File: src/rtl/div_sequencer.sv
// div_sequencer
//   Request queue and issue controller in front of the shared divider.
//   Requesters post tagged divide jobs into a small FIFO. The controller
//   issues one job at a time to the divider, keeps the operands stable
//   while it runs and returns quotient/remainder with the job's tag through
//   a valid/ready result slot. A job whose divisor is zero never reaches the
//   divider: it completes locally with quotient all-ones and remainder equal
//   to the dividend.
//
// Ports
//   ctl_clk, reset               clock, synchronous active-high reset
//   req_valid/req_ready          request handshake
//   req_a, req_b, req_signed     dividend, divisor, signed-division select
//   req_tag                      requester id, returned with the result
//   res_valid/res_ready          result handshake
//   res_q, res_r, res_tag        quotient, remainder, tag of the job
//   res_dbz                      result produced by the divide-by-zero bypass
//   busy                         FIFO non-empty or a job still owned here
//   div_a, div_b, div_signed_cal operands driven to the divider
//   div_trigger                  one-cycle start pulse to the divider
//   div_ready, div_done          divider status
//   div_q, div_r                 divider results
module div_sequencer #(
    parameter int C_WIDTH    = 32,
    parameter int TAG_WIDTH  = 4,
    parameter int FIFO_DEPTH = 4
) (
    input  logic                 ctl_clk,
    input  logic                 reset,

    input  logic                 req_valid,
    output logic                 req_ready,
    input  logic [C_WIDTH-1:0]   req_a,
    input  logic [C_WIDTH-1:0]   req_b,
    input  logic                 req_signed,
    input  logic [TAG_WIDTH-1:0] req_tag,

    output logic                 res_valid,
    input  logic                 res_ready,
    output logic [C_WIDTH-1:0]   res_q,
    output logic [C_WIDTH-1:0]   res_r,
    output logic [TAG_WIDTH-1:0] res_tag,
    output logic                 res_dbz,

    output logic                 busy,

    output logic [C_WIDTH-1:0]   div_a,
    output logic [C_WIDTH-1:0]   div_b,
    output logic                 div_signed_cal,
    output logic                 div_trigger,
    input  logic                 div_ready,
    input  logic                 div_done,
    input  logic [C_WIDTH-1:0]   div_q,
    input  logic [C_WIDTH-1:0]   div_r
);

    localparam int AW = (FIFO_DEPTH > 1) ? $clog2(FIFO_DEPTH) : 1;
    localparam logic [AW:0] FULL_CNT = (AW+1)'(FIFO_DEPTH);

    typedef enum logic [1:0] {
        IDLE = 2'd0,
        WAIT = 2'd1,
        HOLD = 2'd2
    } state_t;

    // Quotient reported for a zero divisor.
    function automatic logic [C_WIDTH-1:0] dbz_quotient();
        return '1;
    endfunction

    // ---------------------------------------------------------------- request FIFO
    logic [C_WIDTH-1:0]   fifo_a   [FIFO_DEPTH];
    logic [C_WIDTH-1:0]   fifo_b   [FIFO_DEPTH];
    logic                 fifo_s   [FIFO_DEPTH];
    logic [TAG_WIDTH-1:0] fifo_tag [FIFO_DEPTH];

    logic [AW-1:0] wr_ptr;
    logic [AW-1:0] rd_ptr;
    logic [AW:0]   count;
    logic          full;
    logic          empty;
    logic          push;
    logic          pop;

    logic [C_WIDTH-1:0]   head_a;
    logic [C_WIDTH-1:0]   head_b;
    logic                 head_signed;
    logic [TAG_WIDTH-1:0] head_tag;

    assign full      = (count == FULL_CNT);
    assign empty     = (count == '0);
    assign req_ready = !full && !reset;
    assign push      = req_valid && req_ready;

    assign head_a      = fifo_a[rd_ptr];
    assign head_b      = fifo_b[rd_ptr];
    assign head_signed = fifo_s[rd_ptr];
    assign head_tag    = fifo_tag[rd_ptr];

    always_ff @(posedge ctl_clk) begin
        if (reset) begin
            wr_ptr <= '0;
            rd_ptr <= '0;
            count  <= '0;
        end else begin
            if (push) begin
                wr_ptr <= wr_ptr + 1'b1;
            end
            if (pop) begin
                rd_ptr <= rd_ptr + 1'b1;
            end
            case ({push, pop})
                2'b10:   count <= count + 1'b1;
                2'b01:   count <= count - 1'b1;
                default: count <= count;
            endcase
        end
    end

    always_ff @(posedge ctl_clk) begin
        if (push) begin
            fifo_a[wr_ptr]   <= req_a;
            fifo_b[wr_ptr]   <= req_b;
            fifo_s[wr_ptr]   <= req_signed;
            fifo_tag[wr_ptr] <= req_tag;
        end
    end

    // ---------------------------------------------------------------- issue control
    state_t state;
    state_t state_nxt;
    logic   armed;
    logic   slot_free;
    logic   issue;
    logic   take_dbz;
    logic   take_div;
    logic   to_hold;
    logic   from_hold;

    logic [TAG_WIDTH-1:0] fly_tag;
    logic [C_WIDTH-1:0]   hold_q;
    logic [C_WIDTH-1:0]   hold_r;

    assign slot_free = !res_valid || res_ready;
    assign busy      = !empty || (state != IDLE);

    always_comb begin
        state_nxt = state;
        pop       = 1'b0;
        issue     = 1'b0;
        take_dbz  = 1'b0;
        take_div  = 1'b0;
        to_hold   = 1'b0;
        from_hold = 1'b0;
        case (state)
            IDLE: begin
                if (!empty) begin
                    if (head_b != '0) begin
                        if (div_ready) begin
                            pop       = 1'b1;
                            issue     = 1'b1;
                            state_nxt = WAIT;
                        end
                    end else if (slot_free) begin
                        // Zero divisor completes here; the divider is left alone.
                        pop      = 1'b1;
                        take_dbz = 1'b1;
                    end
                end
            end
            WAIT: begin
                // A done seen before it has dropped belongs to the previous job.
                if (armed && div_done) begin
                    if (slot_free) begin
                        take_div  = 1'b1;
                        state_nxt = IDLE;
                    end else begin
                        to_hold   = 1'b1;
                        state_nxt = HOLD;
                    end
                end
            end
            HOLD: begin
                if (slot_free) begin
                    from_hold = 1'b1;
                    state_nxt = IDLE;
                end
            end
            default: state_nxt = IDLE;
        endcase
    end

    always_ff @(posedge ctl_clk) begin
        if (reset) begin
            state       <= IDLE;
            armed       <= 1'b0;
            div_trigger <= 1'b0;
        end else begin
            state       <= state_nxt;
            div_trigger <= issue;
            if (issue) begin
                armed <= 1'b0;
            end else if ((state == WAIT) && !div_done) begin
                armed <= 1'b1;
            end
        end
    end

    // Operands stay put from one issue to the next so the divider never sees
    // them move while it is working.
    always_ff @(posedge ctl_clk) begin
        if (reset) begin
            div_a          <= '0;
            div_b          <= '0;
            div_signed_cal <= 1'b0;
        end else if (issue) begin
            div_a          <= head_a;
            div_b          <= head_b;
            div_signed_cal <= head_signed;
        end
    end

    always_ff @(posedge ctl_clk) begin
        if (issue) begin
            fly_tag <= head_tag;
        end
        if (to_hold) begin
            hold_q <= div_q;
            hold_r <= div_r;
        end
    end

    // ---------------------------------------------------------------- result slot
    always_ff @(posedge ctl_clk) begin
        if (reset) begin
            res_valid <= 1'b0;
            res_q     <= '0;
            res_r     <= '0;
            res_tag   <= '0;
            res_dbz   <= 1'b0;
        end else begin
            if (take_dbz) begin
                res_q   <= dbz_quotient();
                res_r   <= head_a;
                res_tag <= head_tag;
                res_dbz <= 1'b1;
            end else if (take_div) begin
                res_q   <= div_q;
                res_r   <= div_r;
                res_tag <= fly_tag;
                res_dbz <= 1'b0;
            end else if (from_hold) begin
                res_q   <= hold_q;
                res_r   <= hold_r;
                res_tag <= fly_tag;
                res_dbz <= 1'b0;
            end

            if (take_dbz || take_div || from_hold) begin
                res_valid <= 1'b1;
            end else if (res_ready) begin
                res_valid <= 1'b0;
            end
        end
    end

endmodule

File: config.mk
export PLATFORM = sky130hd
export DESIGN_NAME = div_sequencer
export DESIGN_NICKNAME = d
export VERILOG_FILES = /design/src/rtl/div_sequencer.sv
export SDC_FILE = /design/constraint.sdc
export NUM_CORES = 1
export LEC_CHECK = 0
export ABC_AREA = 1
export CAP_MARGIN = 5
export CORE_MARGIN = 3
export CORE_UTILIZATION = 46
export DETAILED_ROUTE_END_ITERATION = 7
export PLACE_DENSITY_LB_ADDON = 0.08
export REMOVE_ABC_BUFFERS = 1
export SYNTH_ARGS = -nofsm -noshare
export SYNTH_HDL_FRONTEND = slang
export SYNTH_SLANG_ARGS = --single-unit
File: constraint.sdc
create_clock -name ctl_clk -period 4 [get_ports ctl_clk]
set_input_delay 0.4 -clock ctl_clk [delete_from_list [all_inputs] [get_ports ctl_clk]]
set_output_delay 0.4 -clock ctl_clk [all_outputs]
set_load 0.1 [all_outputs]
==> run summary <==
Number of violations reported at the end of detailed-routing iteration 0 -> 963
Sort of element at the end of the critical path -> flop
Total wire length after detailed routing -> 50270 um
CTS Root Cell -> sky130_fd_sc_hd__clkbuf_16
Vias in the first global route -> 13520
Cell area after synthesis -> 18870 um2
Worst clock skew -> 0.01906 ns
Clock transition at the register clock pins on the worst setup and hold paths after CTS -> 0.06 ns
Io pins -> 277
Max stage delay cell, worst path -> sky130_fd_sc_hd__dfxtp_4
FF+latch count, synth -> 492
Final weighted congestion of routability-driven global placement -> 0.7694
H-tree depth reported by CTS -> 2
Final hold violations -> 0
CTS tree -> yes
Highest routing layer actually used -> met5
CTS max path bufs -> 3
Sequential fraction of design power -> 0.421
Worst slew pin tran -> 1.138 ns
Number of unique standard cell types used by synthesis -> 31
First-pass GRT wire length -> 77600 um
Ratio of cells with drive above 1 in the final layout -> 0.07206
Routed wire per std cell -> 19.67 um
Largest net degree at the start of global routing -> 69
Total number of vias -> 13460
Max Clk Rate -> 289.6 MHz
Antenna violations before repair -> 7
Launching element type of the critical path -> flop
Cell type with the largest total area after synthesis -> sky130_fd_sc_hd__edfxtp_1
NumNets Final -> 2129
Warning count from the yosys run -> 0
Number of cells after detailed placement -> 2457
Detail Placement HPWL -> 30860 um
Highest-count cells in the layout ignoring fill and taps -> 363 x sky130_fd_sc_hd__nand2_1, 344 x sky130_fd_sc_hd__edfxtp_1, 275 x sky130_fd_sc_hd__clkdlybuf4s50_1, 190 x sky130_fd_sc_hd__nor2_1, 168 x sky130_fd_sc_hd__nand3_1
Num rows -> 73
Portion of total power attributed to combinational logic -> 0.229
Arrival time of the worst setup path -> 3.92 ns
Area growth syn-to-layout -> 27.12%
Internal power of the cells -> 9503 uW
Number of cells produced by synthesis -> 1729
Post-synth top area share -> 0.5474
Post-Layout Cell Count -> 2555
Share of the clock period used by the worst path after layout -> 0.8632
Setup CP Type -> flop to flop
Proportion of synthesized chip area in sequential cells -> 0.7045
Die Ht -> 208.5 um
Total routing usage reported by global routing -> 0.2268
Result of the run -> complete, no violations
Antenna-violating nets left -> 0
Post-synthesis area per instance -> 10.91 um2
Final Max Slew Viols -> 0
Kind of path behind the tightest hold check -> input pin to flop
Power share of the clock group -> 0.350
Static leakage -> 0.008452 uW
Worst Slack Setup Final -> 0.5472 ns
CP max stage delay -> 0.61 ns
Vias per std cell -> 5.269
Worst path required time -> 4.46 ns
Net load switching power -> 4540 uW
Worst setup timing slack at the placement stage -> 0.5340 ns
Number of buffers added by the clock tree synthesis step -> 50
Cell repeated most along the worst path -> sky130_fd_sc_hd__nand2_1
Total of endpoints with negative setup slack in the final report -> 0
Chip width -> 208.5 um
Detailed-routed wire length on met2 -> 23910 um
Hold-fix buffers at CTS -> 0
Commonest non-fill, non-tap cell in the layout -> sky130_fd_sc_hd__nand2_1
Cell Chain, Critical Path -> inv_4, buf_4, nand2_1, nand3_1, nand2_1, nand2_1, nor2_1, nand2_1, nor2_2, nand4_2, nand2_1, ha_1, inv_1, fa_1, a21oi_1, o21ai_0, o21ai_0, a21oi_1
Power density relative to cell area -> 585.5 nW/um2
Clock net sink count -> 492
Slew margin rel. -> 0.2391
Detailed-route wire length on metal 1 -> 22060 um
Critical-path maximum fanout -> 35
Met3 WL -> 3097 um
Remaining design rule violation count -> 0
Unrepaired setup endpoints after global routing -> false
Detailed-routing iteration count for the pre-antenna-repair pass -> 5
Global route total overflow -> 0
Count of buffers added by post-CTS timing repair for setup -> 0
Top post-synthesis cells by area -> sky130_fd_sc_hd__edfxtp_1 55%, sky130_fd_sc_hd__dfxtp_1 16%, sky130_fd_sc_hd__nand2_1 7.2%
Core outline area -> 40100 um2
Max Cap Viol -> 0
Switching share of power -> 0.3233
Count of input and output buffers -> 276
Worst voltage drop across the vdd grid -> 0.5677 mV
Shortest period the worst path allows -> 3.453 ns
Resize count post-CTS -> 0
Clock latency of the later-clocked register in the worst-skew pair -> 0.58 ns
Full die area -> 43490 um2
Initial core utilization -> 0.4706
==> synthesized netlist by cell type, drive strengths merged <==
master and number:
fa 1, nand4 1, edfxtp 344, ha 5, a32o 1, o21bai 27
nand3 168, clkinv 1, a31oi 1, o211a 1, a22o 5, a211oi 1
xor2 1, a21oi 103, o21ai 143, dfxtp 148, nor2 202, nand2 367
inv 62, buf 44, o22ai 36, nor3 3, clkbuf 64
==> final cells by class <==
cell class	count	area [um2]
tap	525	656.9
clock buffer	73	1501
multi-input combinational	1066	4927
antenna	4	10.01
timing repair buffer	311	3085
sequential	492	13300
clock inverter	21	266.5
fill	3305	16110
inverter	63	239.0
==> power by group through the flow <==
stage | Clock, uW | Sequential [uW] | Combinational, uW
6_report | 4910 | 5920 | 3210
2_1_floorplan | 0 | 7130 | 1030
5_1_grt | 5220 | 5940 | 3430
4_1_cts | 5010 | 5920 | 3230
3_5_place_dp | 0 | 6020 | 3220
3_3_place_gp | 0 | 6020 | 3190
==> per-stage QoR <==
step / util / TNS, ns / area, um2 / total power (uW) / hold slack [ns]
6_report: 0.5982 / 0 / 23990 / 14040 / 0.4227
5_1_grt: 0.5982 / 0 / 23980 / 14590 / 0.4017
4_1_cts: 0.5980 / 0 / 23980 / 14150 / 0.3837
3_5_place_dp: 0.5539 / 0 / 22210 / 9242 / 0.4581
3_3_place_gp: 0.5539 / 0 / 22210 / 9214 / 0.4530
2_1_floorplan: - / -928.56 / 18390 / 8159 / 0.4546
==> critical path, delay by kind of cell (launching register included) <==
family | cells | cell delay, ns
AOI/OAI and AO/OA | 4 | 0.52
adders and majority gates | 2 | 0.53
buffers and inverters | 3 | 0.57
DFF | 1 | 0.61
and+or+nand+nor | 9 | 1.08
==> sequential cells by signal, summed over array words and instances (netlist names), named ones only <==
| register | flops |
|---|---|
| fifo_a | 128 |
| fifo_b | 128 |
| div_a | 32 |
| div_b | 32 |
| hold_q | 32 |
| hold_r | 32 |
| res_q | 32 |
| res_r | 32 |
| fifo_tag | 16 |
| fifo_s | 4 |
| fly_tag | 4 |
| res_tag | 4 |
| count | 3 |
| rd_ptr | 2 |
| state | 2 |
| wr_ptr | 2 |
| armed | 1 |
| div_signed_cal | 1 |
| div_trigger | 1 |
| res_dbz | 1 |
| res_valid | 1 |
==> final timing paths <==
kind                                            start                    end  slack, ns  cells past startpoint
worst max-delay path                             flop  count[2]$_SDFFE_PP0P_       0.55                     18
worst min-delay path                        div_q[21]   hold_q[21]$_DFFE_PP_       0.42                      1
worst max register to register                   flop  count[2]$_SDFFE_PP0P_       0.55                     18
worst min register to register  div_a[8]$_SDFFE_PP0P_  div_a[8]$_SDFFE_PP0P_       0.46                      2
==> layer usage <==
layer	vias to the layer above	GRT usage
met5	-	0
met4	6	0.06605
met3	85	0.04041
met2	424	0.3797
met1	6442	0.3057
li1	6505	-
==> kinds of logic (layout without fill, tap and decap cells) <==
family	count (synthesis)	in the layout	share of synthesized area
XOR/XNOR	1	1	0.0004642
flip-flops	492	492	0.7045
buffers and inverters	171	468	0.03773
adder cells (fa/ha/maj)	6	6	0.004376
AND/OR/NAND/NOR	741	741	0.1609
AO/OA/AOI/OAI	318	318	0.09204
other	0	4	0
Note: power is estimated with default switching activity, not from simulation.
